--- config.mk ---
export PLATFORM = sky130hd
export DESIGN_NAME = breakpoint_csr_flat
export DESIGN_NICKNAME = d
export VERILOG_FILES = /design/src/rtl/breakpoint_csr_pkg.sv /design/src/rtl/breakpoint_csr_if.sv /design/src/rtl/breakpoint_csr_legalize.sv /design/src/rtl/breakpoint_csr.sv /design/src/flat_wrapper.sv
export SDC_FILE = /design/constraint.sdc
export NUM_CORES = 1
export LEC_CHECK = 0
export ABC_AREA = 1
export BUFFER_PORTS_ARGS = -buffer_cell sky130_fd_sc_hd__buf_2
export CAP_MARGIN = 20
export CORE_MARGIN = 2
export CORE_UTILIZATION = 48
export DETAILED_ROUTE_END_ITERATION = 10
export PLACE_DENSITY = 0.8
export REMOVE_ABC_BUFFERS = 1
export SLEW_MARGIN = 40
export SYNTH_ARGS = -nofsm -noshare
export SYNTH_HDL_FRONTEND = slang
export SYNTH_SLANG_ARGS = --single-unit
--- constraint.sdc ---
create_clock -name clock -period 1.8 [get_ports clock]
set_input_delay 0.27 -clock clock [delete_from_list [all_inputs] [get_ports clock]]
set_output_delay 0.27 -clock clock [all_outputs]
set_load 0.02 [all_outputs]
--- src/rtl/breakpoint_csr_pkg.sv ---
// Shared constants and types for the single address-match trigger CSR bank
// (tselect/tdata1/tdata2/tinfo, mcontrol layout).
package breakpoint_csr_pkg;

    localparam logic [11:0] CSR_TSELECT = 12'h7A0;
    localparam logic [11:0] CSR_TDATA1  = 12'h7A1;
    localparam logic [11:0] CSR_TDATA2  = 12'h7A2;
    localparam logic [11:0] CSR_TINFO   = 12'h7A4;

    localparam logic [3:0] MCONTROL_TYPE = 4'd2;

    localparam int TYPE_LSB    = 28;
    localparam int DMODE_BIT   = 27;
    localparam int MASKMAX_LSB = 21;
    localparam int HIT_BIT     = 20;
    localparam int ACTION_LSB  = 12;
    localparam int MATCH_LSB   = 7;
    localparam int M_BIT       = 6;
    localparam int S_BIT       = 4;
    localparam int U_BIT       = 3;
    localparam int X_BIT       = 2;
    localparam int W_BIT       = 1;
    localparam int R_BIT       = 0;

    typedef enum logic [1:0] {
        MATCH_EQUAL = 2'd0,
        MATCH_NAPOT = 2'd1,
        MATCH_GE    = 2'd2,
        MATCH_LT    = 2'd3
    } match_e;

    typedef enum logic {
        ACTION_BREAK = 1'b0,
        ACTION_DEBUG = 1'b1
    } action_e;

    typedef struct packed {
        logic    dmode;
        logic    hit;
        action_e action;
        match_e  match;
        logic    m;
        logic    s;
        logic    u;
        logic    x;
        logic    w;
        logic    r;
    } mcontrol_t;

    // Builds the architectural tdata1 read value from the stored fields.
    function automatic logic [31:0] pack_tdata1(mcontrol_t f, logic [5:0] maskmax);
        logic [31:0] word;
        word = '0;
        word[TYPE_LSB +: 4]    = MCONTROL_TYPE;
        word[DMODE_BIT]        = f.dmode;
        word[MASKMAX_LSB +: 6] = maskmax;
        word[HIT_BIT]          = f.hit;
        word[ACTION_LSB]       = f.action;
        word[MATCH_LSB +: 2]   = f.match;
        word[M_BIT]            = f.m;
        word[S_BIT]            = f.s;
        word[U_BIT]            = f.u;
        word[X_BIT]            = f.x;
        word[W_BIT]            = f.w;
        word[R_BIT]            = f.r;
        return word;
    endfunction

endpackage

--- src/rtl/breakpoint_csr_if.sv ---
// CSR-file access port for the trigger bank: write port, registered read port
// and the combinational address-hit indication.
interface breakpoint_csr_if;

    logic [11:0] io_csr_addr;
    logic        io_csr_wen;
    logic [31:0] io_csr_wdata;
    logic        io_csr_ren;
    logic [31:0] io_csr_rdata;
    logic        io_csr_rvalid;
    logic        io_csr_hit;

    modport master (
        output io_csr_addr,
        output io_csr_wen,
        output io_csr_wdata,
        output io_csr_ren,
        input  io_csr_rdata,
        input  io_csr_rvalid,
        input  io_csr_hit
    );

    modport slave (
        input  io_csr_addr,
        input  io_csr_wen,
        input  io_csr_wdata,
        input  io_csr_ren,
        output io_csr_rdata,
        output io_csr_rvalid,
        output io_csr_hit
    );

endinterface

--- src/rtl/breakpoint_csr_legalize.sv ---
// Turns raw tdata1 write data into legal mcontrol fields, and reports whether a
// tdata1/tdata2 write is allowed at all (debug-owned triggers are locked in M-mode).
module bp_tdata1_legalize
    import breakpoint_csr_pkg::*;
(
    input  logic [31:0] wdata,
    input  mcontrol_t   old_fields,
    input  logic        status_debug,
    output logic        write_ok,
    output mcontrol_t   next_fields
);

    logic new_dmode;
    logic unused_wdata;

    assign unused_wdata = ^{wdata[31:28], wdata[26:21], wdata[19:16], wdata[11], wdata[5]};

    always_comb begin
        next_fields = old_fields;
        write_ok    = !(old_fields.dmode && !status_debug);
        new_dmode   = status_debug ? wdata[DMODE_BIT] : old_fields.dmode;

        next_fields.dmode = new_dmode;
        next_fields.hit   = wdata[HIT_BIT];
        // Entering debug mode as an action only makes sense for a debug-owned trigger.
        next_fields.action = (wdata[ACTION_LSB +: 4] == 4'd1 && new_dmode) ? ACTION_DEBUG
                                                                            : ACTION_BREAK;
        next_fields.match  = (wdata[MATCH_LSB +: 4] <= 4'd3) ? match_e'(wdata[MATCH_LSB +: 2])
                                                             : MATCH_EQUAL;
        next_fields.m = wdata[M_BIT];
        next_fields.s = wdata[S_BIT];
        next_fields.u = wdata[U_BIT];
        next_fields.x = wdata[X_BIT];
        next_fields.w = wdata[W_BIT];
        next_fields.r = wdata[R_BIT];
    end

endmodule

--- src/rtl/breakpoint_csr.sv ---
// Trigger CSR bank for one address-match trigger; feeds the breakpoint unit's
// io_bp_0_* configuration and records its hits in the sticky mcontrol.hit bit.
module breakpoint_csr
    import breakpoint_csr_pkg::*;
#(
    parameter int          MASKMAX   = 4,
    parameter logic [31:0] TINFO_VAL = 32'h4
) (
    input  logic               clock,
    input  logic               reset,
    breakpoint_csr_if.slave    csr,
    input  logic               io_status_debug,
    input  logic               io_bp_hit,
    output logic               io_bp_0_control_action,
    output logic [1:0]         io_bp_0_control_tmatch,
    output logic               io_bp_0_control_m,
    output logic               io_bp_0_control_s,
    output logic               io_bp_0_control_u,
    output logic               io_bp_0_control_x,
    output logic               io_bp_0_control_w,
    output logic               io_bp_0_control_r,
    output logic [31:0]        io_bp_0_address
);

    localparam logic [5:0] MASKMAX_FIELD = 6'(MASKMAX);

    mcontrol_t   tdata1_q;
    mcontrol_t   tdata1_next;
    logic [31:0] tdata2_q;
    logic [31:0] read_value;
    logic        write_ok;
    logic        write_tdata1;
    logic        write_tdata2;

    bp_tdata1_legalize u_legalize (
        .wdata        (csr.io_csr_wdata),
        .old_fields   (tdata1_q),
        .status_debug (io_status_debug),
        .write_ok     (write_ok),
        .next_fields  (tdata1_next)
    );

    assign csr.io_csr_hit = (csr.io_csr_addr == CSR_TSELECT) || (csr.io_csr_addr == CSR_TDATA1) ||
                            (csr.io_csr_addr == CSR_TDATA2)  || (csr.io_csr_addr == CSR_TINFO);

    assign write_tdata1 = csr.io_csr_wen && (csr.io_csr_addr == CSR_TDATA1) && write_ok;
    assign write_tdata2 = csr.io_csr_wen && (csr.io_csr_addr == CSR_TDATA2) && write_ok;

    always_comb begin
        read_value = '0;
        case (csr.io_csr_addr)
            CSR_TDATA1: read_value = pack_tdata1(tdata1_q, MASKMAX_FIELD);
            CSR_TDATA2: read_value = tdata2_q;
            CSR_TINFO:  read_value = TINFO_VAL;
            default:    read_value = '0;
        endcase
    end

    // Reads sample the current registers, so a same-cycle write is not yet visible.
    always_ff @(posedge clock) begin
        if (reset) begin
            tdata1_q          <= '0;
            tdata2_q          <= '0;
            csr.io_csr_rdata  <= '0;
            csr.io_csr_rvalid <= 1'b0;
        end else begin
            csr.io_csr_rvalid <= csr.io_csr_ren;
            if (csr.io_csr_ren) begin
                csr.io_csr_rdata <= read_value;
            end
            if (write_tdata1) begin
                tdata1_q <= tdata1_next;
            end else if (io_bp_hit) begin
                tdata1_q.hit <= 1'b1;
            end
            if (write_tdata2) begin
                tdata2_q <= csr.io_csr_wdata;
            end
        end
    end

    assign io_bp_0_control_action = tdata1_q.action;
    assign io_bp_0_control_tmatch = tdata1_q.match;
    assign io_bp_0_control_m      = tdata1_q.m;
    assign io_bp_0_control_s      = tdata1_q.s;
    assign io_bp_0_control_u      = tdata1_q.u;
    assign io_bp_0_control_x      = tdata1_q.x;
    assign io_bp_0_control_w      = tdata1_q.w;
    assign io_bp_0_control_r      = tdata1_q.r;
    assign io_bp_0_address        = tdata2_q;

endmodule

--- src/flat_wrapper.sv ---
// flat-port wrapper written by rule: the top's interface ports become plain ports
module breakpoint_csr_flat import breakpoint_csr_pkg::*;
#(
    parameter int          MASKMAX   = 4,
    parameter logic [31:0] TINFO_VAL = 32'h4
)
  (clock, reset, io_status_debug, io_bp_hit, io_bp_0_control_action, io_bp_0_control_tmatch, io_bp_0_control_m, io_bp_0_control_s, io_bp_0_control_u, io_bp_0_control_x, io_bp_0_control_w, io_bp_0_control_r, io_bp_0_address, csr_io_csr_addr, csr_io_csr_wen, csr_io_csr_wdata, csr_io_csr_ren, csr_io_csr_rdata, csr_io_csr_rvalid, csr_io_csr_hit);
  breakpoint_csr_if csr_i ();
  input  logic clock;
  input  logic reset;
  input  logic io_status_debug;
  input  logic io_bp_hit;
  output logic io_bp_0_control_action;
  output logic [1:0] io_bp_0_control_tmatch;
  output logic io_bp_0_control_m;
  output logic io_bp_0_control_s;
  output logic io_bp_0_control_u;
  output logic io_bp_0_control_x;
  output logic io_bp_0_control_w;
  output logic io_bp_0_control_r;
  output logic [31:0] io_bp_0_address;
  input wire logic [$bits(csr_i.io_csr_addr)-1:0] csr_io_csr_addr;
  input wire logic [$bits(csr_i.io_csr_wen)-1:0] csr_io_csr_wen;
  input wire logic [$bits(csr_i.io_csr_wdata)-1:0] csr_io_csr_wdata;
  input wire logic [$bits(csr_i.io_csr_ren)-1:0] csr_io_csr_ren;
  output wire logic [$bits(csr_i.io_csr_rdata)-1:0] csr_io_csr_rdata;
  output wire logic [$bits(csr_i.io_csr_rvalid)-1:0] csr_io_csr_rvalid;
  output wire logic [$bits(csr_i.io_csr_hit)-1:0] csr_io_csr_hit;
  assign csr_i.io_csr_addr = csr_io_csr_addr;
  assign csr_i.io_csr_wen = csr_io_csr_wen;
  assign csr_i.io_csr_wdata = csr_io_csr_wdata;
  assign csr_i.io_csr_ren = csr_io_csr_ren;
  assign csr_io_csr_rdata = csr_i.io_csr_rdata;
  assign csr_io_csr_rvalid = csr_i.io_csr_rvalid;
  assign csr_io_csr_hit = csr_i.io_csr_hit;
  breakpoint_csr #(.MASKMAX(MASKMAX), .TINFO_VAL(TINFO_VAL)) u_core (.clock(clock), .reset(reset), .csr(csr_i), .io_status_debug(io_status_debug), .io_bp_hit(io_bp_hit), .io_bp_0_control_action(io_bp_0_control_action), .io_bp_0_control_tmatch(io_bp_0_control_tmatch), .io_bp_0_control_m(io_bp_0_control_m), .io_bp_0_control_s(io_bp_0_control_s), .io_bp_0_control_u(io_bp_0_control_u), .io_bp_0_control_x(io_bp_0_control_x), .io_bp_0_control_w(io_bp_0_control_w), .io_bp_0_control_r(io_bp_0_control_r), .io_bp_0_address(io_bp_0_address));
endmodule
# After elaboration in Yosys (flattened, before gate mapping)
# Index checks and enable logic that the tools add are counted.
# classes
eq_ne	5
div	0
add_sub_neg	0
n_shift	0
magnitude_cmp	1
bitwise_logic	0
multipliers	0
reduce_logical	12
muxes	6
# ops
operator	count
32-bit one-hot mux with 3 select lines	1
12-bit by 11-bit == test with 1-bit output, second input constant	4
1-bit logical AND	6
4-bit by 1-bit == test with 1-bit output, second input constant	1
4-bit by 2-bit <= comparator with 1-bit output, second input constant	1
1-bit two-way mux	4
1-bit logical OR	3
1-bit zero test	2
2-bit two-way mux	1
2-bit nonzero test	1
# word_totals
input_bits	50
reg_bits	76
latch_bits	0
mem_bits_rw	0
mem_bits_ro	0
mem_count	0

# Depth between registers and ports, before layout
# Gate-level depths: netlist of the first run.
# logic_depth
depth_word	5
mapped_depth	11

# Cells and area by module
# A second synthesis of the first run with hierarchy kept.
# unflattened
hier_cells	438
hier_area_um2	3184.3
# by_module_without_submodules
mod	area_per_inst_um2	instances	cells_each	seq_area_each_um2
breakpoint_csr	3056.7	1	416	1521.5
bp_tdata1_legalize	127.6	1	22	0.0

# Least setup slack after synthesis of the first run
# No wires, ideal clock.
# synth_timing
path_type	in2out
start	input port csr_io_csr_addr[11]
end	output port csr_io_csr_hit
n_path_buf	1
slack_ps	393
stages	6
t_arrival_ps	1137
cell_sequence	inv_1 -> nand2_1 -> nor2_4 -> buf_1 -> o2111ai_1 -> nand2_1
# synth_between
elab_chain_cells	4
word_cells_on_any_way	7
cone_classes	4 x eq/ne; 3 x reduce/logical
# synth_rtl
item	line	source
start: declaration	flat_wrapper.sv:22	input wire logic [$bits(csr_i.io_csr_addr)-1:0] csr_io_csr_addr;
12-bit by 11-bit == test with 1-bit output	breakpoint_csr.sv:43	assign csr.io_csr_hit = (csr.io_csr_addr == CSR_TSELECT) || (csr.io_csr_addr == CSR_TDATA1) ||
1-bit logical OR (2 in series)	breakpoint_csr.sv:43	
1-bit logical OR *	breakpoint_csr.sv:44	(csr.io_csr_addr == CSR_TDATA2) || (csr.io_csr_addr == CSR_TINFO);
end: declaration	flat_wrapper.sv:28	output wire logic [$bits(csr_i.io_csr_hit)-1:0] csr_io_csr_hit;
# Every way passes the cells marked *; elsewhere a longest branch is shown, timed or not.

# Worst setup path after layout of the first run
# Ends and elaborated chain as after synthesis.

==> metrics.md, run 1 <==
| Metric | Value |
|---|---|
| Status | `finished clean` |
| Clock skew | `12.6 ps` |
| Worst Setup End Kind | `output pin` |
| Worst-case vdd ir drop | `0.738 mV` |
| Sw frac | `21.5%` |
| Post-cts gate resize count | `0` |
| Residual DRC count | `0` |
| Mapped Area | `3190 um^2` |
| Critical Path AT | `1170 ps` |
| DR pass1 iterations | `4` |
| Routability cong. | `0.842` |
| I/O pins | `125` |
| Clk buf depth | `2` |
| Area grow syn2layout | `30.3%` |
| Pin count of the biggest net entering global routing | `49` |
| EDFF count, synth | `0` |
| Gr usage total | `22.8%` |
| Top_reg_cell synth | `dfxtp_1` |
| Most numerous cell in the Yosys netlist | `nand2_1` |
| R2R setup slack | `630 ps` |
| Hold_buf cts | `0` |
| Starting Density | `50.0%` |
| Lkg Pwr | `2.23 nW` |
| Minimum clock period | `1440 ps` |
| Worst-margin pin slew | `408 ps` |
| Grt total ovfl | `0` |
| Input/output buffers | `124` |
| Syn. warnings | `0` |
| Ys async rst share | `0%` |
| Synth cell types | `23` |
| Comb power frac | `6.4%` |
| F_max | `695 MHz` |
| Root buffer cell | `clkbuf_8` |
| Crit-path max FO | `9` |
| P_int | `2.79 mW` |
| Total CTS buffers | `9` |
| Syn_area_per_cell | `6.74 um^2` |
| Vias in the first global route | `3,017` |
| Row cnt | `29` |
| Crit path kind | `in -> out` |
| Syn Inst Count | `474` |
| Crit start category | `input pin` |
| Worst-path clk slew | `70 ps` |
| Routed Antenna Nets | `0` |
| Top cells by count, synth | `137 x nand2_1, 89 x nor2_1, 76 x dfxtp_1, 50 x inv_1, 34 x a21oi_1` |
| H-tree Lvls | `3` |
| Hold Violations, Final | `0` |
| Final WS setup | `362 ps` |
| Initial antenna violation count | `0` |
| DIE HEIGHT | `85.6 um` |
| Drt via density | `4.83` |
| Design Area, Final | `4160 um^2` |
| CTS tree | `built` |
| Max-cap violations | `0` |
| # setup viols final | `0` |
| Postcts setup bufs | `0` |
| #FFs+latches synth | `76` |
| CTS Sinks | `76` |
| Share of the synthesized area in the top cell type | `47.6%` |
| Worst-skew pair later-pin latency | `340 ps` |
| Switching Power | `763 uW` |
| Die area | `7320 um^2` |
| Net count, final | `644` |
| Die W | `85.6 um` |
| Slew HR | `72.8%` |
| HP Class | `in -> reg` |
| Final Cycle Share | `79.9%` |
| Global-route wire length before repair | `13,400 um` |
| Area leader, netlist | `dfxtp_1` |
| Initial DRC count | `169` |
| Diode count | `0` |
| Routed wire length | `8170 um` |
| Crit path required time | `1530 ps` |
| Core ar. | `6390 um^2` |
| Placement Setup Slack | `237 ps` |
| Layout cells sized above 1 | `26.2%` |
| Top area cells in the synthesized netlist | `dfxtp_1 48%, nand2_1 16%, nor2_1 10%` |
| Wire per inst | `12.1 um` |
| Flop pwr share | `48.4%` |
| Clock power frac | `45.2%` |
| Max-slew violations | `0` |
| Pwr Density | `853 nW/um^2` |
| CP cell instances | `buf_2 > inv_1 > nand2_1 > nor2_4 > buf_4 > nand4_1 > nand2_1 > buf_2` |
| Dpl cell area | `3910 um^2` |
| Hpwl dp | `5650 um` |
| Post-synthesis sequential area ratio | `47.6%` |
| CP max-delay cell | `buf_4` |
| CP peak stage delay | `180 ps` |
| RSZ-0062 raised after global routing | `false` |
| Detailed-route via count | `3,264` |
## cells by family (layout without fill, tap and decap cells)
| family | after synthesis | in the layout | synth area share (%) |
|---|---|---|---|
| and+or+nand+nor | 251 | 251 | 31.7 |
| buffers and inverters | 79 | 204 | 9.83 |
| DFF | 76 | 76 | 47.6 |
| AOI/OAI and AO/OA | 68 | 68 | 10.8 |
## power by group through the flow
stage,logic [mW],registers [mW],clock network (mW)
floorplan,0.0605,1.78,0
global placement,0.224,1.76,0
detailed placement,0.226,1.76,0
CTS,0.227,1.72,1.64
global route,0.248,1.72,1.72
finish,0.227,1.72,1.61
## worst paths after layout
path | startpoint | endpoint | depth (start not counted)
worst max register to register | u_core.tdata1_q[10] | u_core.io_bp_0_address[16] | 7
worst min-delay path | csr_io_csr_wdata[23] | u_core.io_bp_0_address[23] | 3
worst min register to register | u_core.csr.io_csr_rdata[1] | u_core.csr.io_csr_rdata[1] | 2
worst max-delay path | csr_io_csr_addr[11] | csr_io_csr_hit | 8
## sequential cells by signal, indices dropped and copies added, names as in the netlist
| signal | cells |
|---|---|
| u_core.io_bp_0_control_action | 1 |
| u_core.io_bp_0_control_w | 1 |
| u_core.tdata1_q | 2 |
| u_core.io_bp_0_address | 32 |
| u_core.io_bp_0_control_s | 1 |
| u_core.csr.io_csr_rdata | 32 |
| u_core.io_bp_0_control_x | 1 |
| u_core.io_bp_0_control_u | 1 |
| u_core.io_bp_0_control_tmatch | 2 |
| u_core.io_bp_0_control_m | 1 |
| u_core.csr.io_csr_rvalid | 1 |
| u_core.io_bp_0_control_r | 1 |
## layout make-up
| type | instances | area (um^2) |
|---|---|---|
| multi-input combinational | 319 | 1360 |
| inverter | 51 | 191 |
| timing repair buffer | 137 | 743 |
| sequential | 76 | 1520 |
| fill | 588 | 2220 |
| clock inverter | 4 | 95.1 |
| tap | 77 | 96.3 |
| clock buffer | 12 | 155 |
## through the flow
stage | hold slack, ps | power (mW) | setup TNS, ps | std cells | utilization [%]
after floorplan | 339 | 1.85 | -13760 | 446 | -
after global placement | 451 | 1.98 | 0 | 660 | 61.2
after detailed placement | 457 | 1.98 | 0 | 660 | 61.2
after CTS | 135 | 3.58 | 0 | 676 | 65.2
after global routing | 140 | 3.69 | 0 | 676 | 65.2
final | 152 | 3.55 | 0 | 676 | 65.2
## routing by layer
layer / vias to the layer above / wire (um) / global-route usage, %
li1: 1694 / - / -
met1: 1450 / 3790 / 28.7
met2: 110 / 3560 / 36.7
met3: 10 / 695 / 6.83
met4: 0 / 123 / 9.52
met5: - / 0 / 0
## cell usage in the layout, fill, tap and decap left out
cell type / instances
clkbuf_1: 1
and3_1: 1
buf_4: 11
nor2_1: 89
nor2_2: 1
inv_1: 50
nor3b_1: 2
nand2_1: 137
buf_12: 2
buf_2: 124
nand3_2: 1
clkbuf_8: 11
dfxtp_1: 76
nand2_2: 1
bufinv_16: 3
nor4b_1: 1
a21oi_1: 34
clkinv_1: 1
nand3_1: 15
o2111ai_1: 1
a31oi_1: 2
nor3b_4: 1
o21ai_0: 31
clkinv_2: 1
nand4_1: 1
nor2_4: 1
## worst max-delay path, delay by kind of cell
family / cells / cell delay, ps
and+or+nand+nor: 4 / 420
buffers and inverters: 4 / 470
Note: power is estimated with default switching activity, not from simulation.
==> run 2, diff against run 1 <==
- clock period: 1.8 -> 1.39 ns (I/O delays scaled with it)
==> metrics.md, run 2 (same netlist as run 1, synthesis figures left out) <==
| Metric | Value |
|---|---|
| # setup viols final | `0 (unchanged)` |
| Initial antenna violation count | `0 (unchanged)` |
| Global-route wire length before repair | `13,100 um (-2.0%)` |
| Reg area | `1520 um^2 (unchanged)` |
| Pwr Density | `1050 nW/um^2 (+23%)` |
| Gr usage total | `22.1% (-0.71 points)` |
| Core ar. | `6390 um^2 (unchanged)` |
| Clock skew | `8.84 ps (-3.73 ps)` |
| Switching Power | `976 uW (+28%)` |
| Crit-path max FO | `4 (-5)` |
| Slew HR | `73.4% (+0.66 points)` |
| CP max-delay cell | `buf_2` |
| Grt total ovfl | `0 (unchanged)` |
| Vias in the first global route | `2,947 (-2.3%)` |
| Initial DRC count | `112 (-34%)` |
| Busiest grt layer | `met2` |
| Wire per inst | `11.9 um (-1.1%)` |
| Residual DRC count | `0 (unchanged)` |
| Min-Delay Startpoint | `csr_io_csr_wdata[16]` |
| Critical Path AT | `1100 ps (-70 ps)` |
| CTS Sinks | `76 (unchanged)` |
| RSZ-0062 raised after global routing | `false` |
| Final Cycle Share | `94.0%` |
| Die W | `85.6 um (unchanged)` |
| Crit path from | `csr_io_csr_addr[4]` |
| CTS tree | `built` |
| P_int | `3.38 mW (+21%)` |
| Detailed-route via count | `3,251 (-0.40%)` |
| Lkg Pwr | `2.23 nW (+0.17%)` |
| Worst-case vdd ir drop | `0.611 mV (-17%)` |
| Crit start category | `input pin` |
| Diode count | `0 (unchanged)` |
| CP peak stage delay | `160 ps (-20 ps)` |
| Hold Violations, Final | `0 (unchanged)` |
| Final core occ | `65.2% (unchanged)` |
| Net count, final | `647 (+0.47%)` |
| Postcts setup bufs | `0 (unchanged)` |
| Clock power frac | `42.1% (-3.1 points)` |
| Post-cts gate resize count | `0 (unchanged)` |
| DR pass1 iterations | `4 (unchanged)` |
| Worst-skew pair later-pin latency | `340 ps (about the same)` |
| Most frequent cells in the layout | `137 x nand2_1, 124 x buf_2, 89 x nor2_1, 76 x dfxtp_1, 50 x inv_1` |
| Max-cap violations | `0 (unchanged)` |
| Drt via density | `4.79 (-0.69%)` |
| F_max | `766 MHz` |
| Routed Antenna Nets | `0 (unchanged)` |
| Die area | `7320 um^2 (unchanged)` |
| Crit path kind | `in -> out` |
| Met3 Track Usage GR | `7.12% (+0.29 points)` |
| Max-slew violations | `0 (unchanged)` |
| Worst Setup End Kind | `output pin` |
| Layout cells sized above 1 | `26.5% (+0.25 points)` |
| Routability cong. | `0.831 (-1.3%)` |
| Met1 Use GR | `29.0% (+0.31 points)` |
| Flop pwr share | `51.1% (+2.7 points)` |
| Footprint of the multi-input gates | `1360 um^2 (unchanged)` |
| Routed wire length | `8100 um (-0.81%)` |
| I/O pins | `125 (unchanged)` |
| Area grow syn2layout | `30.3% (unchanged)` |
| Final WS setup | `83.7 ps (-278 ps)` |
| Reg2Reg Launch Point | `u_core.tdata1_q[10]` |
| Total CTS buffers | `9 (unchanged)` |
| Placement Setup Slack | `-80.4 ps (-317 ps)` |
| Met2 Track Usage GR | `35.0% (-1.7 points)` |
| Comb power frac | `6.9% (+0.5 points)` |
| Hpwl dp | `5760 um (+1.8%)` |
| Dpl cell area | `3950 um^2 (+0.90%)` |
| Starting Density | `50.0% (unchanged)` |
| Root buffer cell | `clkbuf_8` |
| Sw frac | `22.4% (+0.95 points)` |
| Clk buf depth | `2 (unchanged)` |
| Pin count of the biggest net entering global routing | `65 (+33%)` |
| Status | `finished clean` |
| Minimum clock period | `1310 ps` |
| Design Area, Final | `4160 um^2 (unchanged)` |
| Pwr Total | `4.35 mW (+23%)` |
| Row cnt | `29 (unchanged)` |
| Most common cell after layout, fill and taps aside | `nand2_1` |
| Hold_buf cts | `0 (unchanged)` |
| Crit path required time | `1180 ps (-350 ps)` |
| Worst-margin pin slew | `398 ps (-10.3 ps)` |
| CP cell instances | `buf_2 > nor2_1 > nand2_1 > inv_1 > buf_4 > nand4_1 > nand2_1 > buf_2` |
| Input/output buffers | `124 (unchanged)` |
| FILL cells | `591 (+0.51%)` |
| HP Class | `in -> reg` |
| H-tree Lvls | `3 (unchanged)` |
| DIE HEIGHT | `85.6 um (unchanged)` |
| Worst-path clk slew | `80 ps (about the same)` |
==> run 2: area by class of cell <==
type,count,share of cell area [%]
clock buffer,11,3.40
clock inverter,4,1.77
inverter,51,4.60
multi-input combinational,319,32.7
sequential,76,36.6
tap,77,2.32
timing repair buffer,140,18.7
==> run 2: power by group through the flow <==
stage | Combinational [mW] | Clock [mW] | Sequential [mW]
2_1_floorplan | 0.0784 | 0 | 2.31
3_3_place_gp | 0.296 | 0 | 2.27
3_5_place_dp | 0.300 | 0 | 2.27
4_1_cts | 0.301 | 1.86 | 2.22
5_1_grt | 0.331 | 1.98 | 2.23
6_report | 0.300 | 1.83 | 2.22
==> run 2: worst paths after layout <==
path | endpoint | slack, ps | depth (start not counted)
setup / recovery | csr_io_csr_hit | 80 | 8
hold / removal | u_core.io_bp_0_address[16] | 90 | 3
setup reg to reg | u_core.io_bp_0_address[28] | 190 | 8
hold reg to reg | u_core.tdata1_q[10] | 460 | 2
==> run 2: stage by stage <==
stage / hold slack, ps / TNS, ps / cells
floorplan: 278 / -27230 / 446
global placement: 428 / 0 / 663
detailed placement: 437 / -1530 / 663
CTS: 77.7 / 0 / 678
global route: 82.8 / 0 / 678
finish: 85.5 / 0 / 678
==> run 2: critical path, delay by kind of cell <==
family,cells,cell delay (ps)
and+or+nand+nor,4,420
buffers and inverters,4,470
==> run 2: per-layer routing <==
layer	up-vias	wire [um]
met5	-	0
met4	0	76
met3	7	743
met2	107	3750
met1	1444	3530
li1	1693	-
